$ cat config.mk
export PLATFORM = sky130hd
export DESIGN_NAME = ctrl_stage_pipe
export DESIGN_NICKNAME = d
export VERILOG_FILES = /design/src/rtl/ctrl_stage_pipe.sv
export SDC_FILE = /design/constraint.sdc
export NUM_CORES = 1
export LEC_CHECK = 0
export CAP_MARGIN = 20
export CORE_MARGIN = 2
export CORE_UTILIZATION = 30
export DETAILED_ROUTE_END_ITERATION = 12
export RECOVER_POWER = 100
export REMOVE_ABC_BUFFERS = 1
export SLEW_MARGIN = 20
export SYNTH_ARGS = -nofsm -noshare
export SYNTH_HDL_FRONTEND = slang
export SYNTH_SLANG_ARGS = --single-unit
$ cat constraint.sdc
create_clock -name clk -period 3.65 [get_ports clk]
set_input_delay 0.5475 -clock clk [delete_from_list [all_inputs] [get_ports clk]]
set_output_delay 0.5475 -clock clk [all_outputs]
set_load 0.05 [all_outputs]
$ cat src/rtl/ctrl_stage_pipe.sv
`default_nettype none
// ============================================================================
// Module   : ctrl_stage_pipe
// Brief    : ID/EX, EX/MEM, MEM/WB control-bundle pipeline with load-use
//            bubble insertion, branch flush, illegal-op squash, freeze on hold
//            and a saturating hazard-bubble counter.
// Revision : 1.0 - initial release
// ============================================================================
module ctrl_stage_pipe #(
    parameter int                 ALUOP_W   = 3,
    parameter int                 RADDR_W   = 5,
    parameter logic [ALUOP_W-1:0] NOP_ALUOP = 3'b000,
    parameter int                 CNT_W     = 8
) (
    input  logic               clk,
    input  logic               rst_n,
    input  logic               id_valid,
    input  logic               id_illegal,
    input  logic               id_reg_dst,
    input  logic               id_branch,
    input  logic               id_mem_read,
    input  logic               id_mem_to_reg,
    input  logic [ALUOP_W-1:0] id_alu_op,
    input  logic               id_mem_write,
    input  logic               id_alu_src,
    input  logic               id_reg_write,
    input  logic [RADDR_W-1:0] id_rs,
    input  logic [RADDR_W-1:0] id_rt,
    input  logic               id_uses_rt,
    input  logic               hold_i,
    input  logic               flush_i,
    output logic               hazard_o,
    output logic               illegal_o,
    output logic               ex_valid,
    output logic               ex_reg_dst,
    output logic               ex_alu_src,
    output logic [ALUOP_W-1:0] ex_alu_op,
    output logic [RADDR_W-1:0] ex_rt,
    output logic               mem_valid,
    output logic               mem_branch,
    output logic               mem_mem_read,
    output logic               mem_mem_write,
    output logic               wb_valid,
    output logic               wb_mem_to_reg,
    output logic               wb_reg_write,
    output logic [CNT_W-1:0]   hz_cnt_o
);

    typedef struct packed {
        logic               valid;
        logic               reg_dst;
        logic               alu_src;
        logic [ALUOP_W-1:0] alu_op;
        logic [RADDR_W-1:0] rt;
        logic               mem_read;
        logic               mem_write;
        logic               branch;
        logic               mem_to_reg;
        logic               reg_write;
    } ex_t;

    typedef struct packed {
        logic valid;
        logic branch;
        logic mem_read;
        logic mem_write;
        logic mem_to_reg;
        logic reg_write;
    } mem_t;

    typedef struct packed {
        logic valid;
        logic mem_to_reg;
        logic reg_write;
    } wb_t;

    ex_t              r_ex;
    mem_t             r_mem;
    wb_t              r_wb;
    logic             r_illegal;
    logic [CNT_W-1:0] r_hz_cnt;

    ex_t  w_ex_bubble;
    ex_t  w_ex_from_id;
    mem_t w_mem_from_ex;
    wb_t  w_wb_from_mem;
    logic w_hazard;
    logic w_id_accept;

    always_comb begin
        w_ex_bubble        = '0;
        w_ex_bubble.alu_op = NOP_ALUOP;

        w_ex_from_id            = '0;
        w_ex_from_id.valid      = 1'b1;
        w_ex_from_id.reg_dst    = id_reg_dst;
        w_ex_from_id.alu_src    = id_alu_src;
        w_ex_from_id.alu_op     = id_alu_op;
        w_ex_from_id.rt         = id_rt;
        w_ex_from_id.mem_read   = id_mem_read;
        w_ex_from_id.mem_write  = id_mem_write;
        w_ex_from_id.branch     = id_branch;
        w_ex_from_id.mem_to_reg = id_mem_to_reg;
        w_ex_from_id.reg_write  = id_reg_write;

        w_mem_from_ex.valid      = r_ex.valid;
        w_mem_from_ex.branch     = r_ex.branch;
        w_mem_from_ex.mem_read   = r_ex.mem_read;
        w_mem_from_ex.mem_write  = r_ex.mem_write;
        w_mem_from_ex.mem_to_reg = r_ex.mem_to_reg;
        w_mem_from_ex.reg_write  = r_ex.reg_write;

        w_wb_from_mem.valid      = r_mem.valid;
        w_wb_from_mem.mem_to_reg = r_mem.mem_to_reg;
        w_wb_from_mem.reg_write  = r_mem.reg_write;
    end

    // Load in EX whose destination feeds the ID instruction; r0 never hazards.
    assign w_hazard = r_ex.valid & r_ex.mem_read & (r_ex.rt != '0) &
                      ((r_ex.rt == id_rs) | (id_uses_rt & (r_ex.rt == id_rt))) &
                      id_valid;

    assign w_id_accept = id_valid & ~id_illegal;

    always_ff @(posedge clk or negedge rst_n) begin
        if (!rst_n) begin
            r_ex        <= '0;
            r_ex.alu_op <= NOP_ALUOP;
            r_mem       <= '0;
            r_wb        <= '0;
            r_illegal   <= 1'b0;
            r_hz_cnt    <= '0;
        end else begin
            r_illegal <= 1'b0;
            if (!hold_i) begin
                r_wb <= w_wb_from_mem;
                if (flush_i) begin
                    r_mem <= '0;
                    r_ex  <= w_ex_bubble;
                end else begin
                    r_mem <= w_mem_from_ex;
                    if (w_hazard) begin
                        r_ex <= w_ex_bubble;
                        if (!(&r_hz_cnt)) begin
                            r_hz_cnt <= r_hz_cnt + 1'b1;
                        end
                    end else if (w_id_accept) begin
                        r_ex <= w_ex_from_id;
                    end else begin
                        r_ex      <= w_ex_bubble;
                        r_illegal <= id_valid & id_illegal;
                    end
                end
            end
        end
    end

    assign hazard_o      = w_hazard;
    assign illegal_o     = r_illegal;
    assign ex_valid      = r_ex.valid;
    assign ex_reg_dst    = r_ex.reg_dst;
    assign ex_alu_src    = r_ex.alu_src;
    assign ex_alu_op     = r_ex.alu_op;
    assign ex_rt         = r_ex.rt;
    assign mem_valid     = r_mem.valid;
    assign mem_branch    = r_mem.branch;
    assign mem_mem_read  = r_mem.mem_read;
    assign mem_mem_write = r_mem.mem_write;
    assign wb_valid      = r_wb.valid;
    assign wb_mem_to_reg = r_wb.mem_to_reg;
    assign wb_reg_write  = r_wb.reg_write;
    assign hz_cnt_o      = r_hz_cnt;

endmodule
`default_nettype wire

==> out/qor.csv, run 1 <==
metric,value,unit
# IOs,55,
HP Class,reg -> reg,
final setup vio count,0,
"Top FF cell, synth",dfrtp_1,
n_diodes,0,
Cells after Synth,140,
CP Capture Type,output pin,
pre-CTS setup slack,0.420,ns
syn avg cell area,11.5,um2
Final Hold Viols,0,
number of port buffers,54,
max FFs per register,8,
Fin Setup TNS,0,ns
CTS buffer count,5,
GRT met1 Usage,17.0,%
largest net degree at the start of global routing,35,
"top cells by area, synth","dfrtp_1 (53%), xnor2_1 (8.1%), a22o_1 (7.6%)",
WS Path Type,in -> out,
crit path DAT,2.64,ns
average wire per standard cell,13.9,um
CORE AREA,5140,um2
reg-to-reg startpoint,ex_rt[1],
grt ovf,0,
power per cell area,356,nW/um2
"Seq/Total Area, Yosys",52.8,%
CP Capture Point,hazard_o,
Buf/Inv on CP,2,
TritonCTS clock tree,yes,
"Clk pin slew, worst setup/hold paths",0.07,ns
total track usage,13.3,%
Max Buffers Root-to-Sink,2,
antenna violations before repair,0,
"EDFF count, synth",0,
global-route wire length before repair,6200,um
Cell Rows,26,
cell depth of the worst flop-to-flop path,5,
Seq cells post-synth,34,
met3 Use GR,4.71,%
Clock Latency Late Sink,0.28,ns
RSZ-0062 raised after global routing,no,
maximum clock rate,313,MHz
vias,1218,
post-synthesis async set-or-reset flop share,100,%
Initial DRT Pass Iterations,4,
crit path launch type,input port,
Die X-Extent,77.3,um
Initial Util,31.4,%
CP max-delay cell,dlygate4sd3_1,
R2R Path End,ex_rt[1],
Worst slew margin,-18.8,%
gr busiest metal,met2,
Final Critical Period,3.19,ns
Placer Congestion,0.857,
TritonCTS Sinks,34,
synthesized area,1610,um2
Chip Height,77.3,um
Crit Path Max Fanout,2,
post-route ant nets,0,
M2 GR Usage,20.8,%
max incr delay on CP,0.87,ns
max cap viols,1,
worst-margin pin slew,1.78,ns
Die ar.,5980,um2
"area leader, netlist",dfrtp_1,
violated checks,"max-capacitance violations, max-slew violations",
DRT iter0 DRCs,49,
Synthesis Warnings,0,
worst clock skew,0.00394,ns
post-synth top area share,52.8,%
crit share post-route,87.4,%
r2r setup slk,1.05,ns
vias per cell,4.67,
"Distinct cells, synth",31,
Final #Nets,218,
Post-CTS Hold Buffers,0,
critical path depth in cells,6,
final WL,3640,um
most frequent cell after synthesis,dfrtp_1,
Final Max Slew Viols,35,
"CP delay by family, top",buffers and inverters,
Worst Setup SP,id_rs[0],
Worst VDD drop,0.000166,V
Critical Path RT,3.10,ns
Layout Area Growth over Synthesis,37.5,%
status,"finished, violations left",
leak pwr,1.03,nW
H-tree levels,2,
synth cell count leaders,"dfrtp_1 (34), xnor2_1 (15), a22o_1 (14), nand2_1 (11), buf_4 (8)",
CTS-repair resized insts,0,
Residual DRC,0,
hpwl dp,2690,um
root buf cell,clkbuf_8,
Final WS setup,0.460,ns
layout cell share with drive strength beyond 1,6.81,%
crit path cell chain,"clkdlybuf4s50_1, xnor2_1, nand3_1, o32ai_1, and2_2, dlygate4sd3_1",
vias in the first global route,1306,
post-CTS setup buffer count,0,
[power by group]
part | total [mW] | internal [mW] | leakage, nW | switching (mW)
clock | 0.282 | 0.152 | 0.0482 | 0.130
combinational | 0.111 | 0.0507 | 0.514 | 0.0603
sequential | 0.396 | 0.387 | 0.469 | 0.00906
[metrics by stage]
stage	instances	power, mW	instance area, um2	utilization [%]	hold WS (ns)
after floorplan	127	0.455	1530	-	0.252
after global placement	253	0.521	2170	42.2	0.469
after detailed placement	253	0.523	2170	42.2	0.484
after CTS	261	0.806	2260	44.0	0.501
after global routing	261	0.826	2220	43.1	0.514
final	261	0.789	2220	43.1	0.494
[tightest hold or removal path, stage by stage, from the launching register on]
cell and delay, ns:
dfrtp_1 0.35, nand2_1 0.05, o21ai_0 0.06
[cells in the final DEF (no fill, tap or decap), types with 2 or more instances in the layout]
master            n
clkdlybuf4s50_1  24
xnor2_1          15
nand2_1          11
dlygate4sd3_1    30
and3_1            2
o21ai_0           6
nand4_1           4
o21ai_1           2
nor2_1            5
xor2_1            2
nand2b_1          7
clkbuf_8          6
mux2_2            3
a22o_1           14
nand3_1           7
dfrtp_1          34
clkbuf_1          3
[worst min-delay path by stage]
stage                          start           end  depth (start not counted)
final                       r_mem[1]      r_mem[1]                          2
after global routing        r_mem[1]      r_mem[1]                          2
after CTS                   r_mem[1]      r_mem[1]                          2
after detailed placement    r_mem[1]      r_mem[1]                          2
after global placement    mem_branch    mem_branch                          2
after floorplan                rst_n  ex_alu_op[0]                          0
[logic make-up after synthesis]
kind of cell               after synthesis  share of synthesized area [%]
AOI/OAI and AO/OA                       27                           14.4
xor gates and xnor gates                17                           9.23
adders and majority gates                1                          0.776
buffers and inverters                   14                           5.59
DFF                                     34                           52.8
muxes                                    4                           2.79
and+or+nand+nor                         43                           14.4
[cell type report]
type	instances	area (um2)
clock buffers	7	86.3
clock inverters	1	5.00
fillers	519	2920
inverters	1	3.75
multi-input cells	92	636
flip-flops and latches	34	851
well taps	70	87.6
repair buffers	56	548
[metal layers]
metal	wire, um	share of wire (%)
met2	1710	47
met1	1620	45
met5	0	0
met3	244	6.7
met4	62	1.7
Note: power is estimated with default switching activity, not from simulation.
==> run 2: changes to the inputs <==
--- a/config.mk
+++ b/config.mk
@@ -8,6 +8,7 @@
 export CAP_MARGIN = 20
 export CORE_MARGIN = 2
 export CORE_UTILIZATION = 30
+export CTS_BUF_LIST = sky130_fd_sc_hd__clkbuf_8
 export DETAILED_ROUTE_END_ITERATION = 12
 export RECOVER_POWER = 100
 export REMOVE_ABC_BUFFERS = 1
==> run 2 against run 1 <==
  * Maximum frequency unchanged
  * Register-to-register slack about the same
  * Power down 0.29%
  * Clock-buffer cell count down 1
  * The flow still finishes with violations (max-capacitance violations, max-slew violations)
  * Sequential cell count unchanged
  * Highest routed layer unchanged
==> out/qor.csv, run 2 (synthesized netlist as in run 1, its figures left out) <==
metric,value,unit
Final WS setup,0.460,ns
Fin Setup TNS,0,ns
hpwl dp,2690,um
crit path DAT,2.64,ns
H-tree levels,2,
status,"finished, violations left",
Hold Slack,0.494,ns
Clock Latency Late Sink,0.28,ns
layout cell share with drive strength beyond 1,6.81,%
number of port buffers,54,
largest net degree at the start of global routing,35,
HP Class,reg -> reg,
r2r setup slk,1.05,ns
Max Buffers Root-to-Sink,2,
CTS-repair resized insts,0,
CTS buffer count,5,
average wire per standard cell,14.0,um
crit share post-route,87.4,%
"Clk pin slew, worst setup/hold paths",0.07,ns
CP max-delay cell,dlygate4sd3_1,
DRT iter0 DRCs,47,
TritonCTS clock tree,yes,
RSZ-0062 raised after global routing,no,
most frequent cells in the layout,"dfrtp_1 (34), dlygate4sd3_1 (30), clkdlybuf4s50_1 (24)",
power per cell area,355,nW/um2
total track usage,13.3,%
antenna violations before repair,0,
max FFs per register,8,
Chip Height,77.3,um
Cells after DPL,253,
Filler cells,519,
worst clock skew,0.00394,ns
Final Instance Area,2220,um2
fin cells,261,
Layout Area Growth over Synthesis,37.5,%
Initial Util,31.4,%
worst-margin pin slew,1.78,ns
n_diodes,0,
final setup vio count,0,
leak pwr,1.04,nW
Post-CTS Hold Buffers,0,
Final Critical Period,3.19,ns
vias,1219,
placement-stage cell area,2170,um2
Cell Rows,26,
Critical Path RT,3.10,ns
# IOs,55,
pre-CTS setup slack,0.420,ns
WS Path Type,in -> out,
vias in the first global route,1306,
maximum clock rate,313,MHz
Final Hold Viols,0,
Worst VDD drop,0.000165,V
Placer Congestion,0.857,
reg-to-reg startpoint,ex_rt[1],
crit path cell chain,"clkdlybuf4s50_1, xnor2_1, nand3_1, o32ai_1, and2_2, dlygate4sd3_1",
Final Max Slew Viols,35,
global-route wire length before repair,6200,um
TritonCTS Sinks,34,
Die ar.,5980,um2
final WL,3640,um
CP Capture Type,output pin,
violated checks,"max-capacitance violations, max-slew violations",
Residual DRC,0,
final core occ,43.1,%
Final #Nets,218,
post-CTS setup buffer count,0,
Crit Path Max Fanout,2,
hold wc startpoint,r_mem[1],
post-route ant nets,0,
Initial DRT Pass Iterations,4,
Worst slew margin,-18.8,%
Worst Setup SP,id_rs[0],
max cap viols,1,
grt ovf,0,
crit path launch type,input port,
total power,0.786,mW
"leading cell type in the layout, fill and taps excluded",dfrtp_1,
max incr delay on CP,0.87,ns
vias per cell,4.67,
CORE AREA,5140,um2
root buf cell,clkbuf_8,
Die X-Extent,77.3,um
[run 2: cell count changes in the layout (fill, tap and decap cells not counted), sizes merged]
cell	previous run	this run
clkbuf	9	8
inv	1	2
[run 2: where the power goes]
part | switching [mW] | internal, mW | total, mW
registers | 0.00907 | 0.387 | 0.396
logic | 0.0603 | 0.0507 | 0.111
clock network | 0.130 | 0.149 | 0.280
[run 2: path summary, 6_finish.rpt]
check / end / cells after the start
setup / recovery: hazard_o / 6
hold / removal: r_mem[1] / 2
setup reg to reg: ex_rt[1] / 5
hold reg to reg: r_mem[1] / 2
max in group asynchronous: hz_cnt_o[6] / 2
min in group asynchronous: ex_alu_src / 2
[run 2: cell type report]
cell class              count  area (um2)  area share (%)
flip-flops and latches     34         851            38.4
multi-input cells          92         636            28.7
repair buffers             56         548            24.7
well taps                  70        87.6            3.95
clock buffers               6        82.6            3.72
clock inverters             2        8.76           0.395
inverters                   1        3.75           0.169
[run 2: worst max-delay path: cells and delay by family]
kind / cells / cell delay [ns]
simple gates: 2 / 0.33
buf+inv: 2 / 1.35
xor+xnor: 1 / 0.12
compound gates: 1 / 0.30
[run 2: routing by layer]
metal | part of all wire [%] | vias to the layer above | wire length, um | global-route usage, %
met5 | 0 | - | 0 | 0
met4 | 1.7 | 0 | 62 | 4.82
met3 | 6.7 | 9 | 244 | 4.71
met2 | 47 | 47 | 1710 | 20.8
met1 | 45 | 576 | 1630 | 17.0
li1 | - | 587 | - | -
